**src/rtl/lcd_ctrl.sv**
```systemverilog
// HD44780-compatible character-LCD sequencer: autonomous power-on init, then
// one timed EN strobe per accepted CPU command/data write, with busy/drop status.
module lcd_ctrl #(
  parameter int unsigned SETUP_CYC = 4,
  parameter int unsigned EN_CYC    = 25,
  parameter int unsigned HOLD_CYC  = 4,
  parameter int unsigned CMD_CYC   = 2500,
  parameter int unsigned LONG_CYC  = 82000,
  parameter int unsigned INIT_CYC  = 2000000
) (
  input  logic        i_clk,
  input  logic        i_reset,
  input  logic        i_wr,
  input  logic [31:0] i_wdata,
  output logic        o_busy,
  output logic        o_init_done,
  output logic        o_drop,
  output logic        o_lcd_on,
  output logic        o_lcd_rs,
  output logic        o_lcd_rw,
  output logic        o_lcd_en,
  output logic [7:0]  o_lcd_data
);

  // Zero-length phases are stretched to one cycle; values are terminal counts.
  localparam logic [31:0] SETUP_LAST = (SETUP_CYC == 0) ? 32'd0 : 32'(SETUP_CYC - 1);
  localparam logic [31:0] EN_LAST    = (EN_CYC    == 0) ? 32'd0 : 32'(EN_CYC - 1);
  localparam logic [31:0] HOLD_LAST  = (HOLD_CYC  == 0) ? 32'd0 : 32'(HOLD_CYC - 1);
  localparam logic [31:0] CMD_LAST   = (CMD_CYC   == 0) ? 32'd0 : 32'(CMD_CYC - 1);
  localparam logic [31:0] LONG_LAST  = (LONG_CYC  == 0) ? 32'd0 : 32'(LONG_CYC - 1);
  localparam logic [31:0] INIT_LAST  = (INIT_CYC  == 0) ? 32'd0 : 32'(INIT_CYC - 1);

  typedef enum logic [2:0] {
    S_INIT_WAIT,
    S_LOAD,
    S_SETUP,
    S_EN_HI,
    S_HOLD,
    S_WAIT,
    S_IDLE
  } state_t;

  state_t      state;
  logic [31:0] cnt;
  logic [1:0]  idx;
  logic        long_item;
  logic [31:0] wait_last;
  logic        unused_wdata;

  assign unused_wdata = ^i_wdata[31:9];

  // {RS, byte} for each power-on init step.
  function automatic logic [8:0] init_item(input logic [1:0] i);
    case (i)
      2'd0:    init_item = 9'h038;
      2'd1:    init_item = 9'h00C;
      2'd2:    init_item = 9'h001;
      default: init_item = 9'h006;
    endcase
  endfunction

  // Clear/home (RS=0, 0x01..0x03) need the long execution wait.
  assign long_item = !o_lcd_rs && (o_lcd_data == 8'h01 || o_lcd_data == 8'h02 ||
                                   o_lcd_data == 8'h03);
  assign wait_last = long_item ? LONG_LAST : CMD_LAST;

  always_ff @(posedge i_clk or posedge i_reset) begin
    if (i_reset) begin
      state       <= S_INIT_WAIT;
      cnt         <= 32'd0;
      idx         <= 2'd0;
      o_busy      <= 1'b1;
      o_init_done <= 1'b0;
      o_drop      <= 1'b0;
      o_lcd_on    <= 1'b0;
      o_lcd_rs    <= 1'b0;
      o_lcd_rw    <= 1'b0;
      o_lcd_en    <= 1'b0;
      o_lcd_data  <= 8'h00;
    end else begin
      o_lcd_on <= 1'b1;
      o_lcd_rw <= 1'b0;
      o_drop   <= i_wr && (state != S_IDLE);
      case (state)
        S_INIT_WAIT: begin
          if (cnt == INIT_LAST) begin
            cnt   <= 32'd0;
            idx   <= 2'd0;
            state <= S_LOAD;
          end else begin
            cnt <= cnt + 32'd1;
          end
        end
        S_LOAD: begin
          {o_lcd_rs, o_lcd_data} <= init_item(idx);
          cnt   <= 32'd0;
          state <= S_SETUP;
        end
        S_SETUP: begin
          if (cnt == SETUP_LAST) begin
            cnt      <= 32'd0;
            o_lcd_en <= 1'b1;
            state    <= S_EN_HI;
          end else begin
            cnt <= cnt + 32'd1;
          end
        end
        S_EN_HI: begin
          if (cnt == EN_LAST) begin
            cnt      <= 32'd0;
            o_lcd_en <= 1'b0;
            state    <= S_HOLD;
          end else begin
            cnt <= cnt + 32'd1;
          end
        end
        S_HOLD: begin
          if (cnt == HOLD_LAST) begin
            cnt   <= 32'd0;
            state <= S_WAIT;
          end else begin
            cnt <= cnt + 32'd1;
          end
        end
        S_WAIT: begin
          if (cnt == wait_last) begin
            cnt <= 32'd0;
            if (!o_init_done && idx != 2'd3) begin
              idx   <= idx + 2'd1;
              state <= S_LOAD;
            end else begin
              o_init_done <= 1'b1;
              o_busy      <= 1'b0;
              state       <= S_IDLE;
            end
          end else begin
            cnt <= cnt + 32'd1;
          end
        end
        S_IDLE: begin
          // Host writes skip LOAD: the pins are latched on the accept edge.
          if (i_wr) begin
            o_lcd_rs   <= i_wdata[8];
            o_lcd_data <= i_wdata[7:0];
            o_busy     <= 1'b1;
            cnt        <= 32'd0;
            state      <= S_SETUP;
          end
        end
        default: state <= S_INIT_WAIT;
      endcase
    end
  end

endmodule

```
**config.mk**
```make
export PLATFORM = sky130hd
export DESIGN_NAME = lcd_ctrl
export DESIGN_NICKNAME = d
export VERILOG_FILES = /design/src/rtl/lcd_ctrl.sv
export SDC_FILE = /design/constraint.sdc
export NUM_CORES = 1
export LEC_CHECK = 0
export BUFFER_PORTS_ARGS = -buffer_cell sky130_fd_sc_hd__buf_4
export CELL_PAD_IN_SITES_DETAIL_PLACEMENT = 1
export CELL_PAD_IN_SITES_GLOBAL_PLACEMENT = 1
export CORE_ASPECT_RATIO = 1.75
export CORE_MARGIN = 8
export CORE_UTILIZATION = 43
export CTS_CLUSTER_SIZE = 12
export DETAILED_ROUTE_END_ITERATION = 7
export GPL_TIMING_DRIVEN = 0
export PLACE_DENSITY_LB_ADDON = 0.08
export SETUP_SLACK_MARGIN = 0.05
export SYNTH_ARGS = -nofsm -noshare
export SYNTH_HDL_FRONTEND = slang
export SYNTH_SLANG_ARGS = --single-unit
```
**constraint.sdc**
```tcl
create_clock -name i_clk -period 3.25 [get_ports i_clk]
set_input_delay 0.4875 -clock i_clk [delete_from_list [all_inputs] [get_ports i_clk]]
set_output_delay 0.4875 -clock i_clk [all_outputs]
set_load 0.005 [all_outputs]
```
==> metrics <==
DR iter-0 viols=63; Post-Route Utilization=51.0%; post-synthesis cell type with the largest combined area=dfrtp_1; library cell contributing the largest single delay on the critical path=or4b_4; clk root buf=clkbuf_16; die outline width=79.8 µm; IO Pins=50; overall fraction of global-route tracks in use=19.0%; first-pass GRT wire length=15300 µm; detail-routed net length per standard cell=19.6 µm; fill cell instance count of the final layout=840; number of endpoints failing setup at the final stage=0; share of synthesized area occupied by flip-flops and latches=41.8%; combined flip-flop and latch cell area=0.00128 mm²; share of async-settable or async-resettable flops after synthesis=100%; most used cells in the layout excluding fill and tap cells=dfrtp_1 (50), nand2_1 (35), nand3_1 (28), nor2_1 (27), buf_4 (27); critical path startpoint category=flop; normalized max-slew margin=36.3%; arrival time at the worst endpoint=3.07 ns; total of buffers placed on input and output ports=25; CORE AREA=0.00691 mm²; number of buffers inserted during clock tree synthesis=5; Pre-Repair DR Iteration Count=4; crit path time final=2.92 ns; Routability Congestion=0.843; die height=128 µm; Post-DRT Antenna Nets=0; RSZ-0062 raised after global routing=false; starting utilization of the core area=44.3%; detailed placer's ending HPWL=6990 µm; area added between synthesis and finish=15.1%; reg-to-reg slack, setup=0.33 ns; Primary FF master, synth=dfrtp_1; pre-CTS setup slack=0.316 ns; Synth Instances=351; worst vdd ir=0.000262 V; post-layout total power=1.52 mW; largest net degree at the start of global routing=32; via count of the first global-routing pass=3079; H-tree Lvls=2; post-CTS setup-driven buffer insertion count=0; power density relative to cell area=432 mW/mm²; Skew-Pair Late Insertion Delay=0.30 ns; max-cap violation count=0; Max FO, Critical Path=10; fraction of final layout cells with drive strength greater than 1=13.0%; element type at the critical path end=flop; library cells used by synthesis=58; DRC violation count after routing=0; Max clock buf depth=2; number of clock sinks seen by CTS=51; row count=40; Static Leak=1.57 nW; data required time of the worst path=3.40 ns; die area=0.0102 mm²; most common cell after layout, fill and taps aside=dfrtp_1; area fraction of the dominant cell type after synthesis=40.9%; CTS resizes=0; final hold viol count=0; Hold-fix buffers, CTS=0; synthesis-stage register bit count=51; Slew Viols, Final=0; area of the multi-input gates=0.00161 mm²; maximum clock frequency=0.342 GHz; post-synthesis instance area=0.00306 mm²; Final nets=425; mean number of vias per cell=6.04; Max stage delay on crit path=0.62 ns; outcome=finished clean; category of the critical setup timing path=flop to flop; Layout Skew=0.00443 ns; number of enable-type register cells in the synthesized netlist=0; Post-DP Area=0.00337 mm²; ranking of synthesized cells by area=dfrtp_1 (41%), nand3_1 (4.6%), nand2_1 (4.3%); Avg Inst Size Synth=8.72 µm²; setup_tns=0 ns; via count of the routed design=2834; Yosys warnings=0; critical path cell sequence=clkbuf_1 -> nor4_1 -> nand4_1 -> or4b_4 -> a21boi_4 -> a211oi_4 -> nand2_1 -> o311ai_0; Inserted Diodes=0; clock tree from TritonCTS=yes; final instance area=0.00352 mm²; startpoint of the lowest-slack register-to-register path=cnt[25]; fin worst setup slack=0.328 ns; Crit path max-delay family=simple AND/OR/NAND/NOR gates; Worst-Margin Slew=0.948 ns; register clock-pin slew on the reported worst setup and hold paths=0.07 ns; hold crit path type=input port to asynchronous set/reset pin; post-route fraction of the period consumed by the critical path=89.9%; Remaining Overflow, GRT=0; WL final=9190 µm; number of antenna violations at the first check in global routing=0; crit path from=cnt[25]; Synth Net Count=392; worst path buffer plus inverter count=1
[per-stage QoR]
stage / hold WS [ns] / std cells
2_1_floorplan: 0.484 / 351
3_3_place_gp: 0.477 / 460
3_5_place_dp: 0.488 / 461
4_1_cts: 0.234 / 469
5_1_grt: 0.257 / 469
6_report: 0.221 / 469
[flip-flops by register name, summed over array words and instances, names as in the netlist]
name / cells
idx: 2
o_lcd_on: 1
o_busy: 1
o_init_done: 1
o_lcd_en: 1
o_drop: 1
cnt: 32
state: 3
o_lcd_rs: 1
o_lcd_data: 8
[path summary, 6_finish.rpt]
check,cells after the start,to
max,8,cnt[13]
min,2,state[0]
max reg2reg,8,cnt[13]
min reg2reg,1,o_lcd_en
max in group asynchronous,3,o_busy
min in group i_clk,2,o_lcd_data[6]
[power breakdown]
group	switching [mW]	internal [mW]	leakage [nW]
clock network	0.254	0.289	0.0664
logic	0.137	0.0965	0.862
registers	0.0591	0.687	0.637
total	0.449	1.07	1.57
[cell type report]
cell class | instances | share of cell area (%)
plain buffers | 21 | 2.95
clock buffers | 5 | 3.55
clock inverters | 3 | 0.675
inverters | 17 | 1.81
multi-input cells | 262 | 45.8
flip-flops and latches | 51 | 36.3
well taps | 84 | 2.99
repair buffers | 26 | 5.90
[synth_stat cells, types with 2 or more instances]
cell type,instances
and3_1,6
a21oi_1,16
ha_1,6
nor2_1,27
or3_1,6
nand3_1,28
o21a_1,2
a21o_1,13
buf_2,2
conb_1,2
a22o_1,10
o21ai_0,18
a221o_1,2
buf_6,2
clkbuf_1,14
nand4_1,13
or4_1,2
a211oi_1,2
buf_4,2
or2_2,2
and2_1,4
o31ai_1,3
o311ai_0,3
nor3_1,10
a31oi_1,3
o22ai_1,3
inv_1,17
dfrtp_1,50
nand2_1,35
nor4_1,10
mux2i_1,6
nor2b_1,6
[per-layer routing]
metal | vias to the layer above | global-route usage (%) | share of wire [%]
met1 | 1417 | 19.6 | 38
met2 | 49 | 35.2 | 56
met4 | 0 | 9.05 | 3.1
met3 | 20 | 3.16 | 3.2
li1 | 1348 | - | -
met5 | - | 0 | 0
[logic make-up (layout without fill, tap and decap cells)]
kind of cell	count (synthesis)	in the layout	share of synthesized area, %
adders and majority gates	6	6	2.45
buffers and inverters	38	72	5.48
AOI/OAI and AO/OA	90	90	21.2
other	2	2	0.245
muxes	6	6	1.96
DFF	51	51	41.8
and+or+nand+nor	158	158	26.9
Note: power is estimated with default switching activity, not from simulation.
